## config.mk

```make
export PLATFORM = sky130hd
export DESIGN_NAME = svcs_seg_tx
export DESIGN_NICKNAME = d
export VERILOG_FILES = /design/src/rtl/svcs_hw_pkg.sv /design/src/rtl/svcs_rr_arb.sv /design/src/rtl/svcs_seg_tx.sv
export SDC_FILE = /design/constraint.sdc
export NUM_CORES = 1
export LEC_CHECK = 0
export ABC_AREA = 1
export CORE_ASPECT_RATIO = 1.5
export CORE_MARGIN = 5
export CORE_UTILIZATION = 45
export DETAILED_ROUTE_END_ITERATION = 10
export DONT_BUFFER_PORTS = 1
export MAX_ROUTING_LAYER = met4
export PLACE_DENSITY = 0.57
export SLEW_MARGIN = 20
export SYNTH_ARGS = -nofsm -noshare
export SYNTH_HDL_FRONTEND = slang
export SYNTH_HIERARCHICAL = 1
export SYNTH_SLANG_ARGS = --single-unit
```

## constraint.sdc

```tcl
create_clock -name clk -period 3.2 [get_ports clk]
set_clock_uncertainty 0.1 [all_clocks]
set_input_delay 0.48 -clock clk [delete_from_list [all_inputs] [get_ports clk]]
set_output_delay 0.48 -clock clk [all_outputs]
set_load 0.05 [all_outputs]
```

## src/rtl/svcs_hw_pkg.sv

```systemverilog
// Shared types for the svcs segmenting transmitter.
// Header layout, header beat count and FSM encoding.
package svcs_hw_pkg;

  localparam int HDR_BEATS = 4;

  typedef enum logic [1:0] {
    IDLE,
    HDR,
    PAY
  } state_t;

  typedef struct packed {
    logic [31:0] trnx_type;
    logic [31:0] trnx_id;
    logic [31:0] data_type;
    logic [31:0] n_payloads;
  } svcs_hdr_t;

endpackage

```

## src/rtl/svcs_rr_arb.sv

```systemverilog
// Round-robin arbiter with channel lock.
// Search pointer moves past a channel only when it releases.
module svcs_rr_arb #(
  parameter int N  = 2,
  parameter int IW = (N > 1) ? $clog2(N) : 1
) (
  input  logic          clk,
  input  logic          rst_n,
  input  logic [N-1:0]  i_req,
  input  logic          i_lock,
  input  logic [IW-1:0] i_lock_idx,
  input  logic          i_rel,
  input  logic [IW-1:0] i_rel_idx,
  output logic [N-1:0]  o_gnt,
  output logic [IW-1:0] o_gnt_idx
);

  logic [IW-1:0] r_ptr;
  logic          w_found;
  int            w_j;

  always_comb begin
    o_gnt     = '0;
    o_gnt_idx = '0;
    w_found   = 1'b0;
    w_j       = 0;
    if (i_lock) begin
      o_gnt_idx         = i_lock_idx;
      o_gnt[i_lock_idx] = i_req[i_lock_idx];
    end else begin
      for (int i = 0; i < N; i++) begin
        w_j = int'(r_ptr) + i;
        if (w_j >= N) w_j = w_j - N;
        if (!w_found && i_req[w_j]) begin
          w_found    = 1'b1;
          o_gnt_idx  = IW'(w_j);
          o_gnt[w_j] = 1'b1;
        end
      end
    end
  end

  always_ff @(posedge clk or negedge rst_n) begin
    if (!rst_n) begin
      r_ptr <= '0;
    end else if (i_rel) begin
      if (i_rel_idx == IW'(N - 1)) r_ptr <= '0;
      else                         r_ptr <= i_rel_idx + 1'b1;
    end
  end

endmodule

```

## src/rtl/svcs_seg_tx.sv

```systemverilog
// svcs segmenting transmitter: 4-beat header plus payload
// per segment, one locked channel per transaction.
module svcs_seg_tx
  import svcs_hw_pkg::*;
#(
  parameter int DATA_W = 32,
  parameter int N_CH   = 2,
  parameter int SIZE_W = 16,
  localparam int CH_W  = (N_CH > 1) ? $clog2(N_CH) : 1
) (
  input  logic                 clk,
  input  logic                 rst_n,
  input  logic [N_CH-1:0]      seg_valid,
  output logic [N_CH-1:0]      seg_ready,
  input  logic [N_CH*32-1:0]   seg_type,
  input  logic [N_CH*32-1:0]   seg_id,
  input  logic [N_CH*32-1:0]   seg_dtype,
  input  logic [N_CH*SIZE_W-1:0] seg_size,
  input  logic [N_CH-1:0]      seg_last,
  input  logic [N_CH-1:0]      pay_valid,
  output logic [N_CH-1:0]      pay_ready,
  input  logic [N_CH*DATA_W-1:0] pay_data,
  output logic                 out_valid,
  input  logic                 out_ready,
  output logic [DATA_W-1:0]    out_data,
  output logic                 out_hdr,
  output logic                 out_last,
  output logic [CH_W-1:0]      out_ch,
  output logic                 trnx_done,
  output logic [SIZE_W-1:0]    seg_cnt
);

  state_t            r_state, w_state;
  svcs_hdr_t         r_hdr;
  logic [SIZE_W-1:0] r_size, r_cnt, r_seg_cnt;
  logic              r_last_seg, r_lock, r_done;
  logic [CH_W-1:0]   r_g, w_aidx;
  logic [N_CH-1:0]   w_agnt;
  logic [1:0]        r_hbeat;
  logic              w_take, w_fire, w_hdr_end, w_seg_end, w_rel;

  svcs_rr_arb #(.N(N_CH), .IW(CH_W)) u_arb (
    .clk        (clk),
    .rst_n      (rst_n),
    .i_req      (seg_valid),
    .i_lock     (r_lock),
    .i_lock_idx (r_g),
    .i_rel      (w_rel),
    .i_rel_idx  (r_g),
    .o_gnt      (w_agnt),
    .o_gnt_idx  (w_aidx)
  );

  assign w_take    = (r_state == IDLE) && (|w_agnt);
  assign w_fire    = out_valid && out_ready;
  assign w_hdr_end = (r_state == HDR) && w_fire &&
                     (r_hbeat == 2'(HDR_BEATS - 1));
  assign w_seg_end = (w_hdr_end && (r_size == '0)) ||
                     ((r_state == PAY) && w_fire &&
                      (r_cnt == SIZE_W'(1)));
  assign w_rel     = w_seg_end && r_last_seg;

  always_comb begin
    w_state   = r_state;
    out_valid = 1'b0;
    out_data  = '0;
    out_hdr   = 1'b0;
    out_last  = 1'b0;
    seg_ready = '0;
    pay_ready = '0;
    unique case (r_state)
      IDLE: begin
        seg_ready = w_agnt;
        if (w_take) w_state = HDR;
      end
      HDR: begin
        out_valid = 1'b1;
        out_hdr   = 1'b1;
        out_last  = (r_hbeat == 2'(HDR_BEATS - 1)) &&
                    (r_size == '0);
        unique case (r_hbeat)
          2'd0: out_data = DATA_W'(r_hdr.trnx_type);
          2'd1: out_data = DATA_W'(r_hdr.trnx_id);
          2'd2: out_data = DATA_W'(r_hdr.data_type);
          2'd3: out_data = DATA_W'(r_hdr.n_payloads);
        endcase
        if (w_hdr_end) w_state = (r_size == '0) ? IDLE : PAY;
      end
      PAY: begin
        out_valid      = pay_valid[r_g];
        out_data       = pay_data[r_g*DATA_W +: DATA_W];
        out_last       = (r_cnt == SIZE_W'(1));
        pay_ready[r_g] = out_ready;
        if (w_seg_end) w_state = IDLE;
      end
      default: w_state = IDLE;
    endcase
  end

  always_ff @(posedge clk or negedge rst_n) begin
    if (!rst_n) begin
      r_state    <= IDLE;
      r_hdr      <= '0;
      r_size     <= '0;
      r_cnt      <= '0;
      r_seg_cnt  <= '0;
      r_last_seg <= 1'b0;
      r_lock     <= 1'b0;
      r_done     <= 1'b0;
      r_g        <= '0;
      r_hbeat    <= '0;
    end else begin
      r_state <= w_state;
      r_done  <= w_rel;
      if (w_take) begin
        r_g        <= w_aidx;
        r_hdr      <= '{
          trnx_type:  seg_type[w_aidx*32 +: 32],
          trnx_id:    seg_id[w_aidx*32 +: 32],
          data_type:  seg_dtype[w_aidx*32 +: 32],
          n_payloads: 32'(seg_size[w_aidx*SIZE_W +: SIZE_W])
        };
        r_size     <= seg_size[w_aidx*SIZE_W +: SIZE_W];
        r_last_seg <= seg_last[w_aidx];
        r_lock     <= !seg_last[w_aidx];
        r_hbeat    <= '0;
        // a fresh transaction restarts the segment count
        if (!r_lock) r_seg_cnt <= '0;
      end
      if ((r_state == HDR) && w_fire) r_hbeat <= r_hbeat + 2'd1;
      if (w_hdr_end) r_cnt <= r_size;
      if ((r_state == PAY) && w_fire) r_cnt <= r_cnt - SIZE_W'(1);
      if (w_seg_end) r_seg_cnt <= r_seg_cnt + SIZE_W'(1);
    end
  end

  assign out_ch    = r_g;
  assign trnx_done = r_done;
  assign seg_cnt   = r_seg_cnt;

endmodule

```

==> results of run 1 <==
==> routing by layer <==
metal | part of all wire (%) | track usage, % | vias to the layer above
met5 | 0 | - | -
met4 | 3.1 | 9.96 | 0
met3 | 6.4 | 6.55 | 46
met2 | 52 | 48.3 | 316
met1 | 39 | 33.7 | 4312
li1 | - | - | 4273
==> worst reg2reg max path: cells and delay by family (launching register included) <==
kind                     cells  cell delay [ns]
adder cells (fa/ha/maj)      1             0.15
flip-flops                   1             0.41
buffers and inverters        3             0.62
AND/OR/NAND/NOR              7             1.04
==> through the flow <==
step / setup slack (ns) / utilization, % / hold WS (ns)
after global placement: 0.658 / 47.7 / 0.0913
after global routing: 0.0103 / 51.2 / -0.374
after CTS: 0.159 / 51.2 / -0.370
final: 0.170 / 51.2 / -0.357
after detailed placement: 0.641 / 47.7 / 0.0926
after floorplan: 0.453 / - / 0.0844
==> state kept, by name, summed over array words and instances, names as in the netlist <==
signal	count
r_lock	1
r_hdr	96
r_cnt	16
out_ch	1
u_arb/r_ptr	1
seg_cnt	16
trnx_done	1
r_hbeat	2
r_state	2
r_size	16
r_last_seg	1
==> layout make-up <==
cell class	instances	area share, %
repair buffers	59	4.88
flip-flops and latches	153	36.9
inverters	72	2.67
clock buffers	22	4.67
multi-input cells	965	45.6
clock inverters	10	2.05
well taps	264	3.19
==> report_power, final <==
group / switching, mW / total, mW / internal [mW]
Clock: 0.831 / 2.38 / 1.55
Combinational: 3.96 / 5.76 / 1.80
Sequential: 0.613 / 3.42 / 2.81
==> cells in the final DEF, fill, tap and decap left out, types with 5 or more instances in the layout <==
cell                          n
sky130_fd_sc_hd__nand2_1    410
sky130_fd_sc_hd__nor2_1     160
sky130_fd_sc_hd__dfrtp_1    153
sky130_fd_sc_hd__a31oi_1    112
sky130_fd_sc_hd__inv_1       66
sky130_fd_sc_hd__buf_4       54
sky130_fd_sc_hd__o21ai_0     50
sky130_fd_sc_hd__a21oi_1     37
sky130_fd_sc_hd__nand3_1     36
sky130_fd_sc_hd__a22oi_1     31
sky130_fd_sc_hd__nand4_1     24
sky130_fd_sc_hd__clkbuf_16   17
sky130_fd_sc_hd__o221ai_1    16
sky130_fd_sc_hd__xor2_1      16
sky130_fd_sc_hd__a31o_2      15
sky130_fd_sc_hd__o21ai_1     12
sky130_fd_sc_hd__ha_1        12
sky130_fd_sc_hd__o211ai_1     8
sky130_fd_sc_hd__bufinv_16    6
sky130_fd_sc_hd__buf_12       5
==> worst paths after layout <==
kind | from | end | depth (start not counted) | slack (ns)
setup reg to reg | r_state[1]$_DFFE_PN0P_ | r_state[0]$_DFFE_PN0P_ | 11 | 0.78
hold / removal | rst_n | r_hdr[74]$_DFFE_PN0P_ | 0 | -0.36
min in group clk | seg_dtype[15] | r_hdr[47]$_DFFE_PN0P_ | 2 | 0.10
setup / recovery | r_state[0]$_DFFE_PN0P_ | out_data[2] | 8 | 0.17
max in group asynchronous | rst_n | r_hdr[103]$_DFFE_PN0P_ | 0 | 3.09
hold reg to reg | r_last_seg$_DFFE_PN0P_ | r_last_seg$_DFFE_PN0P_ | 1 | 0.39
==> cells by family (layout without fill, tap and decap cells) <==
logic type / count (synthesis) / after routing
buffers and inverters: 155 / 163
and+or+nand+nor: 648 / 648
DFF: 153 / 153
adders and majority gates: 12 / 12
AOI/OAI and AO/OA: 287 / 287
xor gates and xnor gates: 18 / 18
==> results.txt, run 1 <==
The power density over the cells is between 1000 and 1500 nW/µm². On the critical path, the stage with the largest delay is an instance of sky130_fd_sc_hd__dfrtp_1. The synthesized netlist devotes 19.8% of its cell area to compound gates. The relative slew slack came out at 55.1%. The required time at the endpoint of the critical path is between 2 and 3 ns. The sequential area share after synthesis came out at a little over two fifths. The growth of design area from synthesis to finish came out at 12.7%. The post-placement cell count is 1513.

The placer congestion estimate is 0.880. The buffers plus inverters on the worst setup path is 4. The flow ran to the end, but the final reports show violations.

The detailed-route wire length per cell came out at 21.6 µm. After synthesis, the largest family of logic cells by area is simple AND/OR/NAND/NOR gates. Synthesis handed over a netlist of 1273 instances. The checks that failed: negative hold slack. The root buffer cell is sky130_fd_sc_hd__clkbuf_16. The largest delay contributor family on the critical path is buffers and inverters.

The path type of the worst setup path is register to output port. The worst path in the final design needs a cycle of 3.03 ns, including I/O delays and setup. Of the total synthesized cell area, the portion taken by AND, OR, NAND and NOR gates is between 20 and 30%.

The total area of sequential cells came out at 3830 µm². The violation count after the first detailed-route iteration came out at 564. The maximum buffer depth of the clock tree is 2. The class of the most critical hold timing path is primary input to asynchronous set/reset pin. The adder and majority gate portion of the synthesized area came out at 1.63%. The total inserted antenna cells is 0. The finished cells cover 10400 µm². Walking the worst path, the cells encountered are inv_1 -> ha_1 -> inv_1 -> nor2_2 -> buf_4 -> a22oi_1 -> a21oi_1 -> buf_4. The number of max-capacitance violations reported came out at 0. The number of nets in the final layout is around 1600.

In this run the core area contains 64 standard-cell rows. The final setup TNS is 0 ns. Dividing the final minimum period by the clock period gives a little over nine tenths.

The CTS H-tree depth is 4. The via count of the first global-routing pass came out at 9000. The die area is 23500 µm². TritonCTS built the clock tree. The number of buffers created by CTS is 17. The pin slew with the least headroom to its limit came out at between 0.6 and 0.7 ns. The count of different cell masters after synthesis is 37. The filler-free cell count of the finished design came out at 1545.

Once placement finished, the instance area stood at 9670 µm². The residual antenna-violating net count after detailed routing came out at 0. The clock slew seen by the registers of the worst setup and hold paths is ~0.060 ns. The share of flip-flops with an asynchronous set or reset is 100%.

The post-CTS setup buffer count came out at 0. The overall power consumption is 11.6 mW. The worst-path maximum fanout came out at 30.

The maximum number of pins on one net before global-route repair is between 150 and 200. The peak supply drop came out at 0.669 mV. Setup repair after global routing left no endpoint under its margin. The number of port buffers is 0. The core area came out at 20300 µm². The leakage power of the design is 4.58 nW. The average vias per placed instance is 5.79. The HPWL after detailed placement is 24900 µm. The routed wire length is ~33000 µm. The I/O pin total is about 350.

The mean cell area of the mapped netlist is 7.23 µm². Yosys printed 6 warnings. The sum of overflow across all layers after global routing is 0. The count of cells resized by post-cts repair came out at 0. The commonest cells after synthesis are sky130_fd_sc_hd__nand2_1, sky130_fd_sc_hd__nor2_1, sky130_fd_sc_hd__dfrtp_1.

The post-route worst hold slack came out at -0.357 ns. The count of final setup violators is 0. The total standard cell area after synthesis came out at 9200 µm².

Sorting the synthesized cells by area gives the leading types as sky130_fd_sc_hd__dfrtp_1, sky130_fd_sc_hd__nand2_1, sky130_fd_sc_hd__a31oi_1, sky130_fd_sc_hd__nor2_1, sky130_fd_sc_hd__inv_1. In the synthesized netlist the dominant register cell turns out to be sky130_fd_sc_hd__dfrtp_1. The arrival time reported for the critical path endpoint came out at 2.45 ns. The number of nets in the synthesized netlist is 1582. The cell accounting for the most synthesized area is sky130_fd_sc_hd__dfrtp_1. For this configuration, the core starts out at a cell density of 45.4%. The post-synthesis xor/xnor area fraction is approximately 1.7%.

The horizontal extent of the die came out at 127 µm. The share of the synthesized area in the top cell type is 41.6%. The count of TritonRoute iterations in the first routing pass is 5. The proportion of layout cells with a drive suffix above 1 came out at approximately a tenth.

The synthesis-stage register bit count is 153. STA classifies the critical path startpoint as a register. The synthesized design contains 0 enable-type register cells. STA classifies the critical path endpoint as an output port.

The final-report max-slew violation count is 0. The wire length of the first global-routing pass is around 50000 µm. The upper clock frequency limit is 330 MHz. The height of the die is 185 µm. The stage delay of the slowest cell on the critical path is 0.41 ns.

The detailed-route via count came out at 8947. The number of inserted filler cells in the final layout is 2056. The fraction of synthesized area in multiplexers came out at 0%. The insertion delay of the later-clocked pin in the worst-skew pair came out at ~0.43 ns. The aggregate global-route resource usage is 28.6%. In the routed design, unresolved DRC markers number 0. The leading cell type by number of instances after synthesis is sky130_fd_sc_hd__nand2_1. The final hold violation count came out at 153. In the final layout, the multi-input gates occupy ~4700 µm². CTS saw 153 sinks.

The initial antenna violation count came out at 0.
Power figures use the tool's default switching activity.
==> run 2: changes to the inputs <==
==> constraint.sdc (replaced) <==
create_clock -name clk -period 3.9 [get_ports clk]
set_clock_uncertainty 0.1 [all_clocks]
set_input_delay 0.975 -clock clk [delete_from_list [all_inputs] [get_ports clk]]
set_output_delay 0.975 -clock clk [all_outputs]
set_load 0.05 [all_outputs]
==> results.txt, run 2 (synthesis gave the netlist of run 1 again) <==
The detailed-route wire length per cell came to 21.3 µm (-1.5%). The area growth from synthesis to layout is 11.5%. The wire length of the first global-routing pass is 49500 µm (-1.9%). Ranked by flip-flop count, first place goes to r_hdr. The aggregate global-route resource usage came out at 28.3% (-0.35 points). The upper clock frequency limit is 276 MHz. The routed wire length came to 32800 µm (-1.8%). Clock tree synthesis selected as its root buffer the cell sky130_fd_sc_hd__clkbuf_16. The worst-path maximum fanout came out at 38 (+27%). The count of final setup violators is 0 (unchanged). The number of nets in the final layout is 1572 (-0.32%). The arrival time reported for the critical path endpoint is 2.54 ns (+0.09 ns). The I/O pin total is 354 (unchanged).

The CTS H-tree depth came out at 4 (unchanged). The clock slew seen by the registers of the worst setup and hold paths is 0.06 ns (about the same). The count of cells resized by post-cts repair is 0 (unchanged). The most common library cell in the layout ignoring fill and taps is sky130_fd_sc_hd__nand2_1. Counting I/O delays and the setup requirement, the final critical path takes 3.62 ns.

The portion of total power attributed to sequential cells came out at 30.0% (+0.4 points). The core area came out at 20300 µm² (unchanged). The fraction of the cycle the final worst path needs is 92.8%. The starting density of the core came out at 45.4% (unchanged). The placer congestion estimate came out at 0.882 (+0.22%). The switching power share of the total came to 47.7% (+0.91 points). The leakage power of the design is 4.51 nW (-1.4%). The relative slew slack is 52.6% (-2.5 points). The power density over the cells is 903 nW/µm² (-19%). The hold-fix buffer count after cts came out at 0.

The portion of total power attributed to the clock network came to 19.0% (-1.6 points). The sum of overflow across all layers after global routing came out at 0 (unchanged). The violation count after the first detailed-route iteration came out at 570 (+1.1%). The height of the die came to 185 µm (unchanged). The internal portion of total power is 4.85 mW (-21%). The flow ran to the end, and the final reports show no timing, DRC or antenna violations. The worst setup path is captured at an output port. The peak supply drop is 0.603 mV (-9.9%).

The number of buffers created by CTS came to 17 (unchanged). The clock sink total is 153 (unchanged). The maximum number of pins on one net before global-route repair is 154 (unchanged).

The maximum buffer depth of the clock tree came out at 2 (unchanged). The post-CTS setup buffer count is 0 (unchanged). The initial antenna violation count came out at 0 (unchanged). The required time at the endpoint of the critical path came out at 2.82 ns (+0.20 ns). The insertion delay of the later-clocked pin in the worst-skew pair came out at 0.43 ns (about the same).

The final-report max-slew violation count came out at 0 (unchanged). STA classifies the critical path startpoint as a register. The average vias per placed instance came out at 5.80 (+0.22%).

The post-route worst hold slack is 0.141 ns (+0.498 ns). The proportion of layout cells with a drive suffix above 1 is 9.25% (-0.35 points). The switching power summed over all nets came out at 4.41 mW (-18%). The pin slew with the least headroom to its limit is 0.711 ns (+0.0375 ns). The flip-flop count of the largest register after layout was 96 (unchanged). The register-to-register setup slack is 0.95 ns (+0.17 ns). Setup repair after global routing left no endpoint under its margin. The final setup TNS came out at 0 ns (unchanged).

The combinational fraction of design power came out at 50.9% (+1.1 points). The library cells used most frequently in the layout, excluding fill and tap cells, are sky130_fd_sc_hd__nand2_1, sky130_fd_sc_hd__nor2_1, sky130_fd_sc_hd__dfrtp_1. The final hold violation count is 0 (-100%). The overall power consumption is 9.26 mW (-20%). TritonCTS built the clock tree. The path type of the worst setup path is register to output port. The number of placement rows was 64 (unchanged). The number of inserted filler cells in the final layout was 2101 (+2.2%). The total inserted antenna cells came to 0 (unchanged). The number of port buffers was 0 (unchanged). The DRC violation count after routing came out at 0 (unchanged).

The die area came out at 23500 µm² (unchanged). The residual antenna-violating net count after detailed routing is 0 (unchanged). The number of max-capacitance violations reported is 0 (unchanged). The tightest min-delay check is of the primary input to asynchronous set/reset pin type. The via count of the first global-routing pass is 8741 (-2.9%). The HPWL after detailed placement came out at 24400 µm (-2.1%). The detailed-route via count came out at 8938 (-0.10%).

The count of TritonRoute iterations in the first routing pass was 4 (-1). The horizontal extent of the die came out at 127 µm (unchanged).
==> run 2: per-stage QoR <==
step	std cells	utilization [%]	setup WS [ns]	area [µm²]
6_report	1540	50.6	0.280	10300
5_1_grt	1540	50.6	0.162	10300
4_1_cts	1540	50.6	0.260	10300
3_5_place_dp	1508	47.5	0.722	9630
3_3_place_gp	1508	47.5	0.770	9630
2_1_floorplan	1273	-	0.658	9200
==> run 2: final timing paths <==
| kind | startpoint | depth (start not counted) | to |
|---|---|---|---|
| worst min register to register | r_last_seg$_DFFE_PN0P_ | 1 | r_last_seg$_DFFE_PN0P_ |
| worst max-delay path | r_hbeat[0]$_DFFE_PN0P_ | 7 | out_data[17] |
| max in group asynchronous | rst_n | 0 | seg_cnt[6]$_DFFE_PN0P_ |
| worst max register to register | r_state[1]$_DFFE_PN0P_ | 8 | u_arb/r_ptr$_DFFE_PN0P_ |
| min in group clk | r_last_seg$_DFFE_PN0P_ | 1 | r_last_seg$_DFFE_PN0P_ |
| worst min-delay path | rst_n | 0 | r_hdr[74]$_DFFE_PN0P_ |
==> run 2: routing by layer <==
metal | up-vias | GRT usage [%] | wire length [µm]
met5 | - | - | 0
met4 | 0 | 9.83 | 1030
met3 | 47 | 7.10 | 2260
met2 | 331 | 47.0 | 16700
met1 | 4300 | 33.5 | 12800
li1 | 4260 | - | -
==> run 2: area by class of cell <==
cell class	count	area [µm²]	area share [%]
flip-flops and latches	153	3830	37.3
repair buffers	54	468	4.56
inverters	72	277	2.70
multi-input cells	965	4730	46.1
clock inverters	13	176	1.72
clock buffers	19	443	4.32
well taps	264	330	3.22
==> run 2: critical path: stages (launching register included) <==
cell and delay [ns]:
sky130_fd_sc_hd__dfrtp_1 0.41, sky130_fd_sc_hd__inv_1 0.09, sky130_fd_sc_hd__ha_1 0.21, sky130_fd_sc_hd__inv_2 0.46, sky130_fd_sc_hd__o21ai_0 0.16, sky130_fd_sc_hd__a31o_2 0.24, sky130_fd_sc_hd__a21oi_1 0.27, sky130_fd_sc_hd__buf_4 0.26
==> run 2: power groups by stage <==
stage / Clock [mW] / Combinational, mW / Sequential (mW)
detailed placement: 0 / 4.73 / 2.80
global route: 1.85 / 5.24 / 2.87
CTS: 1.79 / 4.75 / 2.78
global placement: 0 / 4.68 / 2.79
finish: 1.76 / 4.71 / 2.78
floorplan: 0 / 3.52 / 2.65
==> run 3: changes to the inputs <==
==> constraint.sdc (replaced) <==
create_clock -name clk -period 4.2 [get_ports clk]
set_clock_uncertainty 0.1 [all_clocks]
set_input_delay 0.84 -clock clk [delete_from_list [all_inputs] [get_ports clk]]
set_output_delay 0.84 -clock clk [all_outputs]
set_load 0.05 [all_outputs]
==> results.txt, run 3 (synthesis gave the netlist of run 1 again) <==
The worst-path maximum fanout came out at 19 (-50%). The flip-flop count of the largest register after layout is 96 (unchanged). The count of final setup violators is 0 (unchanged). The setup path with the least slack is of type register to output port. The fraction of the cycle the final worst path needs came out at approximately 87%. The routed wire length came to 33300 µm (+1.5%).

The number of max-capacitance violations reported is 0 (unchanged). The starting density of the core was 45.4% (unchanged). The violation count after the first detailed-route iteration came to 597 (+4.7%).

The portion of total power attributed to the clock network is 19.1% (about the same). The peak supply drop is 0.666 mV (+10%). The number of placement rows is 64 (unchanged). The number of buffers created by CTS is 17 (unchanged). The residual antenna-violating net count after detailed routing came out at 0 (unchanged).

The top cell types in the final layout, fill and taps aside, are sky130_fd_sc_hd__nand2_1, sky130_fd_sc_hd__nor2_1, sky130_fd_sc_hd__dfrtp_1. More flip-flops sit in one register than any other, and that register is r_hdr. The count of cells resized by post-cts repair was 0 (unchanged).

The count of TritonRoute iterations in the first routing pass came out at 5 (+1). Setup repair after global routing left no endpoint under its margin. The detailed-route via count is 8927 (-0.12%). The final standard cell utilization of the core came out at 50.8% (+0.15 points). The aggregate global-route resource usage is 28.8% (+0.47 points). The wire length of the first global-routing pass came to 50200 µm (+1.5%). The required time at the endpoint of the critical path is 3.26 ns (+0.44 ns). The minimum clock period after layout came out at 3.65 ns. In this run the clock root is driven by a sky130_fd_sc_hd__clkbuf_16. The initial antenna violation count was 1 (+1). The via count of the first global-routing pass came out at 8978 (+2.7%). The HPWL after detailed placement is 24800 µm (+1.7%). The portion of total power attributed to sequential cells came out at 30.2% (+0.2 points). The pin slew with the least headroom to its limit came to 1.02 ns (+0.309 ns). The number of port buffers came out at 0 (unchanged). The proportion of layout cells with a drive suffix above 1 is 9.18% (-0.071 points). The final-report max-slew violation count is 0 (unchanged).

The maximum buffer depth of the clock tree was 2 (unchanged). The average vias per placed instance came out at 5.80 (-0.12%). The detailed-route wire length per cell is 21.6 µm (+1.5%). STA classifies the critical path endpoint as an output port.

The hold-fix buffer count after cts was 3 (+3). The switching power share of the total came out at 47.9% (+0.26 points). The sum of overflow across all layers after global routing is 0 (unchanged). The maximum number of pins on one net before global-route repair came out at 105 (-32%).

The number of nets in the final layout is 1571 (-0.064%). The post-CTS setup buffer count is 0 (unchanged). STA classifies the critical path startpoint as a register. The clock slew seen by the registers of the worst setup and hold paths was 0.06 ns (about the same). The final setup TNS is 0 ns (unchanged). The power density over the cells came out at 840 nW/µm² (-7.0%). The leakage power of the design was 4.52 nW (+0.11%). The CTS H-tree depth came out at 4 (unchanged).

The relative slew slack is 31.8% (-21 points). The switching power summed over all nets came out at 4.14 mW (-6.2%). On the critical path the largest part of the delay comes from buffers and inverters.

The signal on the critical path passes through inv_1 -> ha_1 -> clkinv_1 -> buf_4 -> a21oi_1 -> buf_4. The arrival time reported for the critical path endpoint is 2.71 ns (+0.17 ns). The internal portion of total power is 4.50 mW (-7.2%).

The horizontal extent of the die is 127 µm (unchanged). The placer congestion estimate is 0.890 (+0.91%). The buffers plus inverters on the worst setup path came out at 4 (+1). The I/O pin total is 354 (unchanged).

The largest individual stage delay along the critical path comes from the cell sky130_fd_sc_hd__clkinv_1. The core area came out at 20300 µm² (unchanged). The height of the die is 185 µm (unchanged). The DRC violation count after routing is 0 (unchanged). The combinational fraction of design power came out at 50.6% (-0.3 points). The final hold violation count is 0 (unchanged). The most common library cell in the layout ignoring fill and taps is sky130_fd_sc_hd__nand2_1.

Among the stages of the critical path, the cell type that occurs most often is sky130_fd_sc_hd__buf_4. The min-delay analysis places its worst path in the category primary input to asynchronous set/reset pin. The flow ran to the end, and the final reports show no timing, DRC or antenna violations. The CTS tree is done. The area growth from synthesis to layout is 11.8%. The stage delay of the slowest cell on the critical path is 0.61 ns (+0.15 ns). The insertion delay of the later-clocked pin in the worst-skew pair is 0.43 ns (about the same).

The die area came out at 23500 µm² (unchanged). Based on the critical path, the design can be clocked at up to 274 MHz. The clock sink total is 153 (unchanged).
[run 3: cell types whose count changed in the layout (fill, tap and decap cells not counted), sizes merged]
cell	previous run	this run
inv	70	71
clkinvlp	3	4
clkbuf	19	22
bufinv	4	3
diode	0	1
clkinv	8	4
dlygate4sd3	0	1
buf	54	52
[run 3: worst paths after layout]
kind,start,to,slack (ns),depth (start not counted)
min,rst_n,r_hdr[109]$_DFFE_PN0P_,0.15,1
min in group clk,r_last_seg$_DFFE_PN0P_,r_last_seg$_DFFE_PN0P_,0.39,1
min reg2reg,r_last_seg$_DFFE_PN0P_,r_last_seg$_DFFE_PN0P_,0.39,1
max in group asynchronous,rst_n,r_hdr[121]$_DFFE_PN0P_,2.44,1
max reg2reg,out_ch$_DFFE_PN0P_,r_hdr[87]$_DFFE_PN0P_,0.94,10
max,r_state[0]$_DFFE_PN0P_,out_data[0],0.55,6
[run 3: through the flow]
step	setup WS, ns	instances	total power [mW]	cell area [µm²]	hold WS, ns
floorplan	1.09	1273	5.73	9200	0.358
global placement	1.02	1504	6.93	9590	0.368
detailed placement	0.954	1504	6.99	9590	0.383
CTS	0.524	1539	8.69	10300	0.141
global route	0.414	1540	9.25	10300	0.153
finish	0.553	1540	8.64	10300	0.148
[run 3: worst reg2reg max path, stage by stage, from the launching register on]
cell,delay [ns]
sky130_fd_sc_hd__dfrtp_1,0.69
sky130_fd_sc_hd__nand2_1,0.28
sky130_fd_sc_hd__nand2_1,0.07
sky130_fd_sc_hd__nor2_1,0.14
sky130_fd_sc_hd__nand2_1,0.07
sky130_fd_sc_hd__inv_1,0.38
sky130_fd_sc_hd__nor2_2,0.17
sky130_fd_sc_hd__inv_6,0.37
sky130_fd_sc_hd__buf_4,0.62
sky130_fd_sc_hd__nor2_1,0.12
sky130_fd_sc_hd__a31oi_1,0.17
[run 3: final cells by class]
class	instances	area, µm²
clock buffer	22	494
timing repair buffer	53	483
multi-input combinational	965	4730
fill	2064	9980
tap	264	330
antenna	1	2.50
inverter	72	277
sequential	153	3830
clock inverter	10	139
[run 3: power by group through the flow]
| stage | Combinational, mW | Clock (mW) | Sequential (mW) |
|---|---|---|---|
| floorplan | 3.27 | 0 | 2.46 |
| global placement | 4.31 | 0 | 2.62 |
| detailed placement | 4.36 | 0 | 2.63 |
| CTS | 4.41 | 1.67 | 2.61 |
| global route | 4.84 | 1.72 | 2.69 |
| finish | 4.37 | 1.65 | 2.61 |
[run 3: per-layer routing]
layer | up-vias | global-route usage (%) | share of wire (%)
li1 | 4271 | - | -
met1 | 4302 | 33.6 | 39
met2 | 311 | 49.2 | 52
met3 | 43 | 6.32 | 6.0
met4 | 0 | 9.53 | 2.8
met5 | - | - | 0
